[config.mk]
export PLATFORM = sky130hd
export DESIGN_NAME = lock_monitor
export DESIGN_NICKNAME = d
export VERILOG_FILES = /design/src/rtl/lock_monitor_pkg.sv /design/src/rtl/lock_monitor_window_cmp.sv /design/src/rtl/lock_monitor.sv
export SDC_FILE = /design/constraint.sdc
export NUM_CORES = 1
export LEC_CHECK = 0
export BUFFER_PORTS_ARGS = -buffer_cell sky130_fd_sc_hd__buf_4
export CORE_MARGIN = 8
export CORE_UTILIZATION = 30
export DETAILED_ROUTE_END_ITERATION = 6
export PLACE_DENSITY = 0.61
export SYNTH_ARGS = -nofsm -noshare
export SYNTH_HDL_FRONTEND = slang
export SYNTH_SLANG_ARGS = --single-unit
[constraint.sdc]
create_clock -name clk -period 5.26 [get_ports clk]
set_input_delay 0.526 -clock clk [delete_from_list [all_inputs] [get_ports clk]]
set_output_delay 0.526 -clock clk [all_outputs]
set_load 0.05 [all_outputs]
[src/rtl/lock_monitor_pkg.sv]
// lock_monitor_pkg
// Shared definitions for the out-of-lock detector: FSM state encodings,
// default widths and small dwell-counter helpers.
package lock_monitor_pkg;

    localparam int LM_R_DEFAULT  = 14;
    localparam int LM_CW_DEFAULT = 16;

    typedef enum logic [2:0] {
        LM_IDLE     = 3'd0,
        LM_LOCKED   = 3'd1,
        LM_SUSPECT  = 3'd2,
        LM_UNLOCKED = 3'd3,
        LM_CONFIRM  = 3'd4
    } lm_state_e;

    // True when one more qualifying cycle makes the dwell count reach the
    // programmed time exactly. Evaluated one bit wider so an all-ones count
    // can never alias to a small target.
    function automatic logic dwell_hits(input logic [31:0] cnt,
                                        input logic [31:0] target);
        return (({1'b0, cnt} + 33'd1) == {1'b0, target});
    endfunction

    // Dwell counter advance that holds at all-ones instead of wrapping.
    function automatic logic [31:0] dwell_inc(input logic [31:0] cnt);
        return (cnt == 32'hFFFF_FFFF) ? cnt : (cnt + 32'd1);
    endfunction

endpackage

[src/rtl/lock_monitor_window_cmp.sv]
// lock_window_cmp
// Registered signed window comparator for the lock-quality signal.
// Ports:
//   clk, rst            clock, asynchronous active-high reset
//   sig_in              signed monitored signal
//   low_th, hig_th      signed inclusive window limits
//   in_window           registered (low_th <= sig_in <= hig_th)
// An inverted window (low_th > hig_th) can never be satisfied, so it
// naturally yields in_window = 0 without a separate check.
module lock_window_cmp #(
    parameter int R = 14
) (
    input  logic                clk,
    input  logic                rst,
    input  logic signed [R-1:0] sig_in,
    input  logic signed [R-1:0] low_th,
    input  logic signed [R-1:0] hig_th,
    output logic                in_window
);

    // Registered signed window comparison.
    always_ff @(posedge clk or posedge rst) begin
        if (rst) begin
            in_window <= 1'b0;
        end else begin
            in_window <= (sig_in >= low_th) && (sig_in <= hig_th);
        end
    end

endmodule

[src/rtl/lock_monitor.sv]
// lock_monitor
// Out-of-lock detector for the scanning ramp's relock path. A registered
// window comparison feeds a dwell-time debounce FSM with separate unlock
// and relock dwell times; out_of_lock is the FSM's verdict. Lock-loss
// events are counted (saturating) for the register bank.
// Ports:
//   clk, rst                  clock, asynchronous active-high reset
//   sig_in, low_th, hig_th    signed monitored signal and window limits
//   unlock_time, relock_time  dwell times in cycles (0 behaves as 1)
//   enable                    0 forces IDLE
//   clear                     synchronous clear of loss_count
//   in_window                 registered window comparison
//   out_of_lock               to ramp generator
//   lock_lost, lock_acq       one-cycle pulses on the edge out_of_lock changes
//   loss_count                saturating lock-loss event count
//   state                     FSM state readback
module lock_monitor
    import lock_monitor_pkg::*;
#(
    parameter int R  = LM_R_DEFAULT,
    parameter int CW = LM_CW_DEFAULT
) (
    input  logic                clk,
    input  logic                rst,
    input  logic signed [R-1:0] sig_in,
    input  logic signed [R-1:0] low_th,
    input  logic signed [R-1:0] hig_th,
    input  logic [31:0]         unlock_time,
    input  logic [31:0]         relock_time,
    input  logic                enable,
    input  logic                clear,
    output logic                in_window,
    output logic                out_of_lock,
    output logic                lock_lost,
    output logic                lock_acq,
    output logic [CW-1:0]       loss_count,
    output logic [2:0]          state
);

    lm_state_e   fsm_state;
    logic [31:0] cnt;

    lock_window_cmp #(
        .R(R)
    ) u_cmp (
        .clk       (clk),
        .rst       (rst),
        .sig_in    (sig_in),
        .low_th    (low_th),
        .hig_th    (hig_th),
        .in_window (in_window)
    );

    assign state = fsm_state;

    // Dwell FSM, its pulses and the loss counter; all outputs registered.
    always_ff @(posedge clk or posedge rst) begin
        if (rst) begin
            fsm_state   <= LM_IDLE;
            cnt         <= 32'd0;
            out_of_lock <= 1'b0;
            lock_lost   <= 1'b0;
            lock_acq    <= 1'b0;
            loss_count  <= {CW{1'b0}};
        end else begin
            lock_lost <= 1'b0;
            lock_acq  <= 1'b0;

            if (!enable) begin
                fsm_state   <= LM_IDLE;
                cnt         <= 32'd0;
                out_of_lock <= 1'b0;
            end else begin
                case (fsm_state)
                    LM_IDLE: begin
                        fsm_state   <= LM_LOCKED;
                        cnt         <= 32'd0;
                        out_of_lock <= 1'b0;
                    end

                    LM_LOCKED: begin
                        if (!in_window) begin
                            // A dwell of 0 or 1 declares unlock on the first bad sample.
                            if (unlock_time <= 32'd1) begin
                                fsm_state   <= LM_UNLOCKED;
                                cnt         <= 32'd0;
                                out_of_lock <= 1'b1;
                                lock_lost   <= 1'b1;
                                if (loss_count != {CW{1'b1}}) begin
                                    loss_count <= loss_count + {{(CW-1){1'b0}}, 1'b1};
                                end
                            end else begin
                                fsm_state <= LM_SUSPECT;
                                cnt       <= 32'd1;
                            end
                        end
                    end

                    LM_SUSPECT: begin
                        if (in_window) begin
                            fsm_state <= LM_LOCKED;
                            cnt       <= 32'd0;
                        end else if (dwell_hits(cnt, unlock_time)) begin
                            fsm_state   <= LM_UNLOCKED;
                            cnt         <= 32'd0;
                            out_of_lock <= 1'b1;
                            lock_lost   <= 1'b1;
                            if (loss_count != {CW{1'b1}}) begin
                                loss_count <= loss_count + {{(CW-1){1'b0}}, 1'b1};
                            end
                        end else begin
                            // Exact match only: a time lowered below cnt keeps us here.
                            cnt <= dwell_inc(cnt);
                        end
                    end

                    LM_UNLOCKED: begin
                        if (in_window) begin
                            // out_of_lock falls here, so lock_acq marks this edge too.
                            if (relock_time <= 32'd1) begin
                                fsm_state   <= LM_LOCKED;
                                cnt         <= 32'd0;
                                out_of_lock <= 1'b0;
                                lock_acq    <= 1'b1;
                            end else begin
                                fsm_state <= LM_CONFIRM;
                                cnt       <= 32'd1;
                            end
                        end
                    end

                    LM_CONFIRM: begin
                        if (!in_window) begin
                            // Failed relock attempt: not a new loss event.
                            fsm_state <= LM_UNLOCKED;
                            cnt       <= 32'd0;
                        end else if (dwell_hits(cnt, relock_time)) begin
                            fsm_state   <= LM_LOCKED;
                            cnt         <= 32'd0;
                            out_of_lock <= 1'b0;
                            lock_acq    <= 1'b1;
                        end else begin
                            cnt <= dwell_inc(cnt);
                        end
                    end

                    default: begin
                        fsm_state   <= LM_IDLE;
                        cnt         <= 32'd0;
                        out_of_lock <= 1'b0;
                    end
                endcase
            end

            // Clear overrides a same-cycle increment.
            if (clear) begin
                loss_count <= {CW{1'b0}};
            end
        end
    end

endmodule

# Word level (Yosys, flattened, before mapping)
# Index checks and enable logic that the tools add are counted.
[word_totals]
reg_bits = 55
input_bits = 110
out_inout_bits = 23
[classes]
addsub = 3
magnitude_cmp = 4
eq_ne = 22
muxes = 51
reduce_logical = 8
[ops]
columns = ["op", "count"]
rows = [
  ["$mux 32", 8],
  ["$pmux 32 s4", 1],
  ["$mux 16", 7],
  ["$eq 33x32->1", 2],
  ["$le 32x1->1 const B", 2],
  ["$add 32x1->33 const B", 1],
  ["$add 32x1->32 const B", 1],
  ["$eq 32x32->1 const B", 1],
  ["$pmux 16 s2", 1],
  ["$ne 3x3->1 const B", 10],
  ["$mux 3", 8],
  ["$mux 1", 22],
  ["$add 16x1->16 const B", 1],
  ["$ne 16x16->1 const B", 1],
  ["$pmux 3 s5", 1],
  ["$ge 14x14->1", 1],
  ["$le 14x14->1", 1],
  ["$reduce_and 8->1", 1],
  ["$eq 3x2->1 const B", 2],
  ["$ne 3x2->1 const B", 2],
  ["$reduce_and 6->1", 1],
  ["$ne 4x3->1 const B", 1],
  ["$ne 4x4->1 const B", 1],
  ["$pmux 1 s2", 2],
  ["other kinds (9)", 9],
]

# Logic depth before layout (Yosys ltp)
# Gate-level depths: netlist of the first run.
[depth]
word_depth = 7
mapped_depth = 15
ltp_nobuf = 13

# Cells and area by module
# From an unflattened synthesis of the first run, not the netlist that was laid out.
[unflattened]
hier_cells = 804
area_unflattened_um2 = 6262.3
[modules_own_cells]
columns = ["module", "instances", "cells_per_inst", "area_each_um2", "seq_area_each_um2"]
rows = [
  ["lock_monitor", 1, 702, 5511.5, 1351.3],
  ["lock_window_cmp", 1, 102, 750.7, 25.0],
]

# Least setup slack after synthesis of the first run
# No wires, ideal clock.
[synth_timing]
path_type = "flip-flop to flip-flop"
from = "reg cnt[1]"
to = "reg cnt[14]"
setup_ps = 121
t_arrival_ps = 3596
t_required_ps = 5139
setup_slack_ps = 1543
path_stages_with_launch = 15
n_path_buf = 2
synth_period_minus_slack_ps = 3717
path_cell_list = "dfrtp_1 ha_1 clkbuf_1 nand3_1 clkbuf_1 nor4_4 a21oi_1 or4b_1 or4_1 nor4_1 nand4_1 nand3_1 a21o_1 o21ai_0 a22o_1"
[synth_via]
elab_chain_cells = 6
word_cells_on_any_way = 12
[synth_lines]
columns = ["item", "line_no", "text"]
rows = [
  ["start, declared", "lock_monitor.sv:41", "logic [31:0] cnt;"],
  ["start signal, assigned", "lock_monitor.sv:113", "cnt <= dwell_inc(cnt);"],
  ["start signal, assigned", "lock_monitor.sv:143", "cnt <= dwell_inc(cnt);"],
  ["$add 32x1->33 (tied with other cells)", "lock_monitor_pkg.sv:22", "return (({1'b0, cnt} + 33'd1) == {1'b0, target});"],
  ["$eq 33x32->1 / $mux 32 (equally long branches)", "lock_monitor_pkg.sv:22, lock_monitor_pkg.sv:27", ""],
  ["$mux 32 (on tied branches)", "lock_monitor.sv:137, lock_monitor.sv:103", ""],
  ["$mux 32 (on tied branches)", "lock_monitor.sv:133, lock_monitor.sv:100", ""],
  ["$pmux 32 s4 (*)", "lock_monitor.sv:74", "case (fsm_state)"],
  ["$mux 32 (*)", "lock_monitor.sv:69", "if (!enable) begin"],
]
# Mark *: on every way between the ends. The rest lies on a longest branch, timed or not.
# A chain may end at the register's enable or synchronous reset.

# Worst setup path in the final report of the first run
[layout_timing]
from = "reg cnt[0]"
to = "reg cnt[6]"
# The elaborated chain is that of the path after synthesis.

==> results of run 1 <==
==> critical path: stages (launching register included) <==
cell     delay (ns)
dfrtp_1        0.49
ha_1           0.37
nand3_1        0.46
nor2_2         0.47
mux2i_1        0.18
or4b_1         0.52
or4_1          0.54
nor4_1         0.40
nand4_1        0.28
nand3_1        0.25
a21o_1         0.39
o21ai_0        0.14
a22o_1         0.26
==> layout make-up <==
type	count	area share (%)
Clock buffer	5	1.74
Clock inverter	3	0.470
Inverter	60	3.14
Multi-Input combinational cell	594	56.2
Sequential cell	55	19.2
Tap cell	265	4.62
Timing Repair Buffer	139	14.7
==> layer usage <==
metal	global-route usage, %	up-vias	wire [µm]
met5	0	-	0
met4	4.16	0	371
met3	3.47	37	1680
met2	27.1	295	9820
met1	23.0	2948	9340
li1	-	2950	-
==> worst paths after layout <==
kind | cells after the start | endpoint
setup / recovery | 12 | cnt[6]
hold / removal | 3 | loss_count[14]
setup reg to reg | 12 | cnt[6]
hold reg to reg | 2 | out_of_lock
max in group asynchronous | 3 | cnt[19]
min in group clk | 2 | loss_count[11]
==> layout by cell type (no fill, tap or decap), types with 4 or more instances in the layout <==
cell and n:
a211oi_1 4, a21o_1 9, a21oi_1 46, a22o_1 7, and2_1 4, and3_1 14, and4_1 7, buf_4 138
clkbuf_16 5, dfrtp_1 55, ha_1 30, inv_1 59, nand2_1 55, nand2b_1 9, nand3_1 28, nand4_1 30
nor2_1 40, nor2b_1 7, nor3_1 15, nor4_1 28, o2111ai_1 4, o21a_1 6, o21ai_0 73, o22ai_1 8
o31ai_1 4, or3_1 7, or4_1 10, xnor2_1 61, xor2_1 27
==> power groups by stage <==
| stage | combinational [mW] | clock, mW | sequential (mW) |
|---|---|---|---|
| 2_1_floorplan | 0.187 | 0 | 0.473 |
| 3_3_place_gp | 0.347 | 0 | 0.463 |
| 3_5_place_dp | 0.348 | 0 | 0.464 |
| 4_1_cts | 0.350 | 0.384 | 0.456 |
| 5_1_grt | 0.383 | 0.397 | 0.459 |
| 6_report | 0.350 | 0.374 | 0.455 |
==> cells by family (layout without fill, tap and decap cells) <==
family,count (synthesis),after routing
AOI/OAI and AO/OA,196,196
xor gates and xnor gates,91,91
adders and majority gates,30,30
buffers and inverters,107,207
DFF,55,55
muxes,3,3
and+or+nand+nor,274,274
==> through the flow <==
step | setup WS [ns] | total power [mW] | area [µm²] | std cells | hold WS (ns)
after floorplan | 1.54 | 0.661 | 5840 | 756 | 0.528
after global placement | 0.607 | 0.811 | 7020 | 1113 | 0.503
after detailed placement | 0.392 | 0.813 | 7020 | 1113 | 0.516
after CTS | 0.404 | 1.19 | 7180 | 1121 | 0.459
after global routing | 0.131 | 1.24 | 7180 | 1121 | 0.512
final | 0.393 | 1.18 | 7180 | 1121 | 0.424
==> flip-flops by register name (all words and copies together), names as in the netlist <==
signal	flops
state	3
loss_count	16
lock_acq	1
out_of_lock	1
lock_lost	1
u_cmp.in_window	1
cnt	32
==> what timing repair did <==
item / 4_1_cts / 5_1_grt
gates resized for setup: 0 / 1
endpoints found under the setup margin: 0 / 2
buffers inserted: 0 / 0
==> summary.md, run 1 <==
| Metric | Value |
|---|---|
| Top post-synthesis cells by area | dfrtp_1 (24%), xnor2_1 (9.2%), ha_1 (6.4%) |
| Worst clock skew | 0.00817 ns |
| Max Clk Rate | 205 MHz |
| Max FO, Critical Path | 12 |
| Synth area leader | dfrtp_1 |
| Final hold vios | 0 |
| CP Launch Type | flop |
| DR vias | 6230 |
| Die Span X | 155 µm |
| Port buffer count | 132 |
| CTS H-Tree Depth | 2 |
| Switching Share | 34.4% |
| Most frequent cell after synthesis | o21ai_0 |
| Total I/O pin count | 133 |
| Vias in the first global route | 5889 |
| Crit. End Element | flop |
| CTS tree | built |
| Post-DP HPWL | 16800 µm |
| First-pass GRT wire length | 32700 µm |
| Simple-gate portion of the synthesized area | 26.5% |
| Die height | 155 µm |
| Post-synth EDFFs | 0 |
| Syn Inst Count | 756 |
| Status | complete, no violations |
| Max cap viols | 0 |
| Pwr/cell area | 164 mW/mm² |
| Clk pin slew, worst setup/hold paths | 0.08 ns |
| Worst Path Required | 5.46 ns |
| Syn nets | 896 |
| Post-Syn Area per Cell | 7.72 µm² |
| # setup viols final | 0 |
| Sw power | 0.405 mW |
| Crit path time final | 4.87 ns |
| Synth cell count leaders | o21ai_0 (73), xnor2_1 (61), inv_1 (60), dfrtp_1 (55), nand2_1 (55) |
| Combinational share of power | 29.7% |
| Post-synth top area share | 23.6% |
| Critical Path AT | 5.07 ns |
| Post-synthesis xor/xnor area fraction | 14.4% |
| Antenna Violating Nets Remaining | 0 |
| Clk pwr share | 31.7% |
| Launching point of the worst reg2reg path | cnt[0] |
| Syn-to-layout area delta | 23.0% |
| Async S/R FF share, synth | 100% |
| Setup TNS | 0 ns |
| Worst min-delay path category | input pin to async pin |
| Initial Util | 30.3% |
| Yosys reg bits | 55 |
| Filler cells | 2048 |
| Largest net degree at the start of global routing | 56 |
| CTS Buf Count | 5 |
| Proportion of synthesized area in mux cells | 0.514% |
| Core box area | 0.0193 mm² |
| R2R Setup Slk | 0.39 ns |
| Synth Warn # | 0 |
| CP Launch Point | cnt[0] |
| Compound-Gate Fraction of Synth Area | 21.1% |
| Post-Synth Adder-Cell Area | 6.43% |
| Main synth FF type | dfrtp_1 |
| Number of antenna violations at the first check in global routing | 1 |
| Register area share after synthesis | 23.6% |
| Root Driver | clkbuf_16 |
| Sequential Power Share | 38.6% |
| Final Max Tran Viols | 0 |
| GRT overflow | 0 |
| Clock tree buffer depth | 2 |
| Gr usage total | 17.0% |
| Slew headroom | 32.7% |
| Util after Layout | 37.3% |
| VDD IR max | 114 µV |
| Pint | 0.773 mW |
| Pre-Repair DR Iteration Count | 6 |
| RSZ-0062 raised after global routing | no |
| Multi-input logic area | 0.00403 mm² |
| DRT iter0 DRCs | 679 |
| CTS Hold Bufs | 0 |
| Number of vias per cell | 5.56 |
| Final antenna diode count | 0 |
| Routed wire per std cell | 18.9 µm |
| Register area | 0.00138 mm² |
| Residual DRC count | 0 |
| Worst skew pair latency | 0.31 ns |
| Row cnt | 51 |
| Crit share post-route | 92.5% |
| Die footprint | 0.0242 mm² |
| Largest family of logic cells by synthesized area | simple AND/OR/NAND/NOR gates |
| Static Leak | 3.04 nW |
| Count of cell types in the netlist | 67 |
| Sink Count | 55 |
| WL final | 21200 µm |
| Fin nets | 995 |
| Mapped Area | 0.00584 mm² |
| WS Path Type | flop to flop |
| Placer Congestion | 1.01 |
| Slew of the pin with the lowest slew margin | 1.01 ns |
| Fraction of layout instances using a drive strength above 1 | 19.3% |
Power figures use the tool's default switching activity.
==> run 2, diff against run 1 <==
--- a/config.mk
+++ b/config.mk
@@ -6,10 +6,12 @@
 export NUM_CORES = 1
 export LEC_CHECK = 0
 export BUFFER_PORTS_ARGS = -buffer_cell sky130_fd_sc_hd__buf_4
+export CELL_PAD_IN_SITES_DETAIL_PLACEMENT = 2
+export CELL_PAD_IN_SITES_GLOBAL_PLACEMENT = 2
 export CORE_MARGIN = 8
 export CORE_UTILIZATION = 30
 export DETAILED_ROUTE_END_ITERATION = 6
-export PLACE_DENSITY = 0.61
+export PLACE_DENSITY = 0.9
 export SYNTH_ARGS = -nofsm -noshare
 export SYNTH_HDL_FRONTEND = slang
 export SYNTH_SLANG_ARGS = --single-unit
==> summary.md, run 2 (synthesized netlist as in run 1, its figures left out) <==
| Metric | Value |
|---|---|
| Pint | 0.775 mW |
| Syn-to-layout area delta | 23.0% |
| Pre-Repair DR Iteration Count | 5 |
| Final Max Tran Viols | 0 |
| Register area | 0.00138 mm² |
| Combinational share of power | 30.4% |
| Root Driver | clkbuf_16 |
| Total I/O pin count | 133 |
| DRT iter0 DRCs | 452 |
| Critical path's top delay family | simple AND/OR/NAND/NOR gates |
| Crit path time final | 5.04 ns |
| Worst Setup EP | cnt[13] |
| First-pass GRT wire length | 40300 µm |
| WL final | 25800 µm |
| Vias in the first global route | 7084 |
| Sw power | 0.430 mW |
| Most frequent cells in the layout | buf_4 (138), o21ai_0 (73), xnor2_1 (61) |
| Clk pin slew, worst setup/hold paths | 0.09 ns |
| Instance count on the critical path | 12 |
| Max Clk Rate | 198 MHz |
| VDD IR max | 107 µV |
| CP Launch Point | cnt[0] |
| Most common cell after layout, fill and taps aside | buf_4 |
| CTS tree | built |
| Filler cells | 2286 |
| Crit share post-route | 95.9% |
| CP Launch Type | flop |
| Slew of the pin with the lowest slew margin | 1.14 ns |
| Register bank with the most flops | cnt |
| Worst skew pair latency | 0.32 ns |
| Sequential Power Share | 37.9% |
| CTS H-Tree Depth | 2 |
| Number of vias per cell | 5.79 |
| Post-placement cell count | 1113 |
| Most used cell, CP | nand3_1 |
| Initial Util | 30.3% |
| Port buffer count | 132 |
| Row cnt | 51 |
| DR vias | 6495 |
| R2R Setup Slk | 0.22 ns |
| GRT overflow | 0 |
| Critical R2R Capture | cnt[13] |
| Setup TNS | 0 ns |
| Pwr/cell area | 168 mW/mm² |
| Largest register FFs | 32 |
| # setup viols final | 0 |
| Fin nets | 995 |
| Clk pwr share | 31.7% |
| Fraction of layout instances using a drive strength above 1 | 19.3% |
| CP max stage delay | 0.61 ns |
| RSZ-0062 raised after global routing | no |
| Final antenna diode count | 0 |
| CTS Hold Bufs | 0 |
| CTS Buf Count | 5 |
| Max FO, Critical Path | 12 |
| Status | complete, no violations |
| Crit-path cells | ha_1, nand3_1, nor4_4, a21oi_1, or4b_1, or4_1, nor4_1, nand4_1, nand3_1, a21o_1, o21ai_0, a22o_1 |
| Antenna Violating Nets Remaining | 0 |
| Crit. End Element | flop |
| Finished Layout Cells | 1121 |
| Critical Path AT | 5.25 ns |
| Max cap viols | 0 |
| WS Path Type | flop to flop |
| Worst clock skew | 0.0140 ns |
| Largest net degree at the start of global routing | 56 |
| Launching point of the worst reg2reg path | cnt[0] |
| Die height | 155 µm |
| Die footprint | 0.0242 mm² |
| Switching Share | 35.7% |
| Post-DP HPWL | 20600 µm |
| Clock tree buffer depth | 2 |
| Setup Fix Bufs, Post-CTS | 0 |
| Multi-input logic area | 0.00403 mm² |
| Placer Congestion | 0.973 |
| Worst Path Required | 5.46 ns |
| Final hold vios | 0 |
| Slew headroom | 24.1% |
| Number of antenna violations at the first check in global routing | 0 |
| Residual DRC count | 0 |
| Routed wire per std cell | 23.0 µm |
| Die Span X | 155 µm |
| Gr usage total | 21.1% |
| Crit-path slowest cell | nor4_4 |
| Worst min-delay path category | input pin to async pin |
| Sink Count | 55 |
| R2r worst-path depth | 12 |
| Static Leak | 3.04 nW |
| Core box area | 0.0193 mm² |
| Worst Path Buf+Inv | 0 |
-- run 2: cell count changes in the layout (fill, tap and decap cells not counted) --
cell,previous run,this run
clkinv_8,1,0
clkinv_4,0,1
inv_8,0,2
inv_6,2,0
-- run 2: worst reg2reg max path, cell delays in order, from the launching register on --
cell and delay [ns]:
dfrtp_1 0.50, ha_1 0.39, nand3_1 0.53, nor4_4 0.62, a21oi_1 0.12, or4b_1 0.48, or4_1 0.54, nor4_1 0.42
nand4_1 0.24, nand3_1 0.23, a21o_1 0.42, o21ai_0 0.17, a22o_1 0.28
-- run 2: final cells by class --
type	count	area share (%)
multi-input combinational	594	56.2
sequential	55	19.2
timing repair buffer	139	14.7
tap	265	4.62
inverter	60	3.14
clock buffer	5	1.74
clock inverter	3	0.436
-- run 2: worst min path at each step --
stage	cells after the start	slack [ns]	from	endpoint
after detailed placement	2	0.54	out_of_lock	out_of_lock
after global routing	3	0.50	rst	loss_count[11]
after CTS	3	0.48	rst	loss_count[11]
final	3	0.44	rst	cnt[0]
after global placement	2	0.50	out_of_lock	out_of_lock
after floorplan	1	0.53	cnt[27]	cnt[27]
-- run 2: what timing repair did --
item	4_1_cts	5_1_grt
gates resized for setup	0	1
setup endpoints to repair	0	3
endpoints found under the hold margin	0	0
-- run 2: routing by layer --
| metal | up-vias | GRT usage [%] | share of wire, % |
|---|---|---|---|
| li1 | 2937 | - | - |
| met1 | 3257 | 26.4 | 43 |
| met2 | 253 | 35.4 | 48 |
| met3 | 48 | 4.24 | 6.8 |
| met4 | 0 | 7.39 | 2.7 |
| met5 | - | 0 | 0 |
-- run 2: power groups by stage --
stage | clock network (mW) | logic [mW] | registers [mW]
2_1_floorplan | 0 | 0.187 | 0.473
3_3_place_gp | 0 | 0.352 | 0.464
3_5_place_dp | 0 | 0.366 | 0.465
4_1_cts | 0.393 | 0.369 | 0.457
5_1_grt | 0.410 | 0.400 | 0.459
6_report | 0.382 | 0.366 | 0.456
-- run 2: metrics by stage --
stage               total power [mW]  setup slack [ns]  utilization (%)  instance area (µm²)  hold slack, ns
floorplan                      0.661              1.54                -                 5840           0.528
global route                    1.27            0.0440             37.3                 7180           0.501
detailed placement             0.832             0.380             36.4                 7020           0.541
finish                          1.20             0.216             37.3                 7180           0.439
global placement               0.816             0.693             36.4                 7020           0.502
CTS                             1.22             0.241             37.2                 7180           0.476
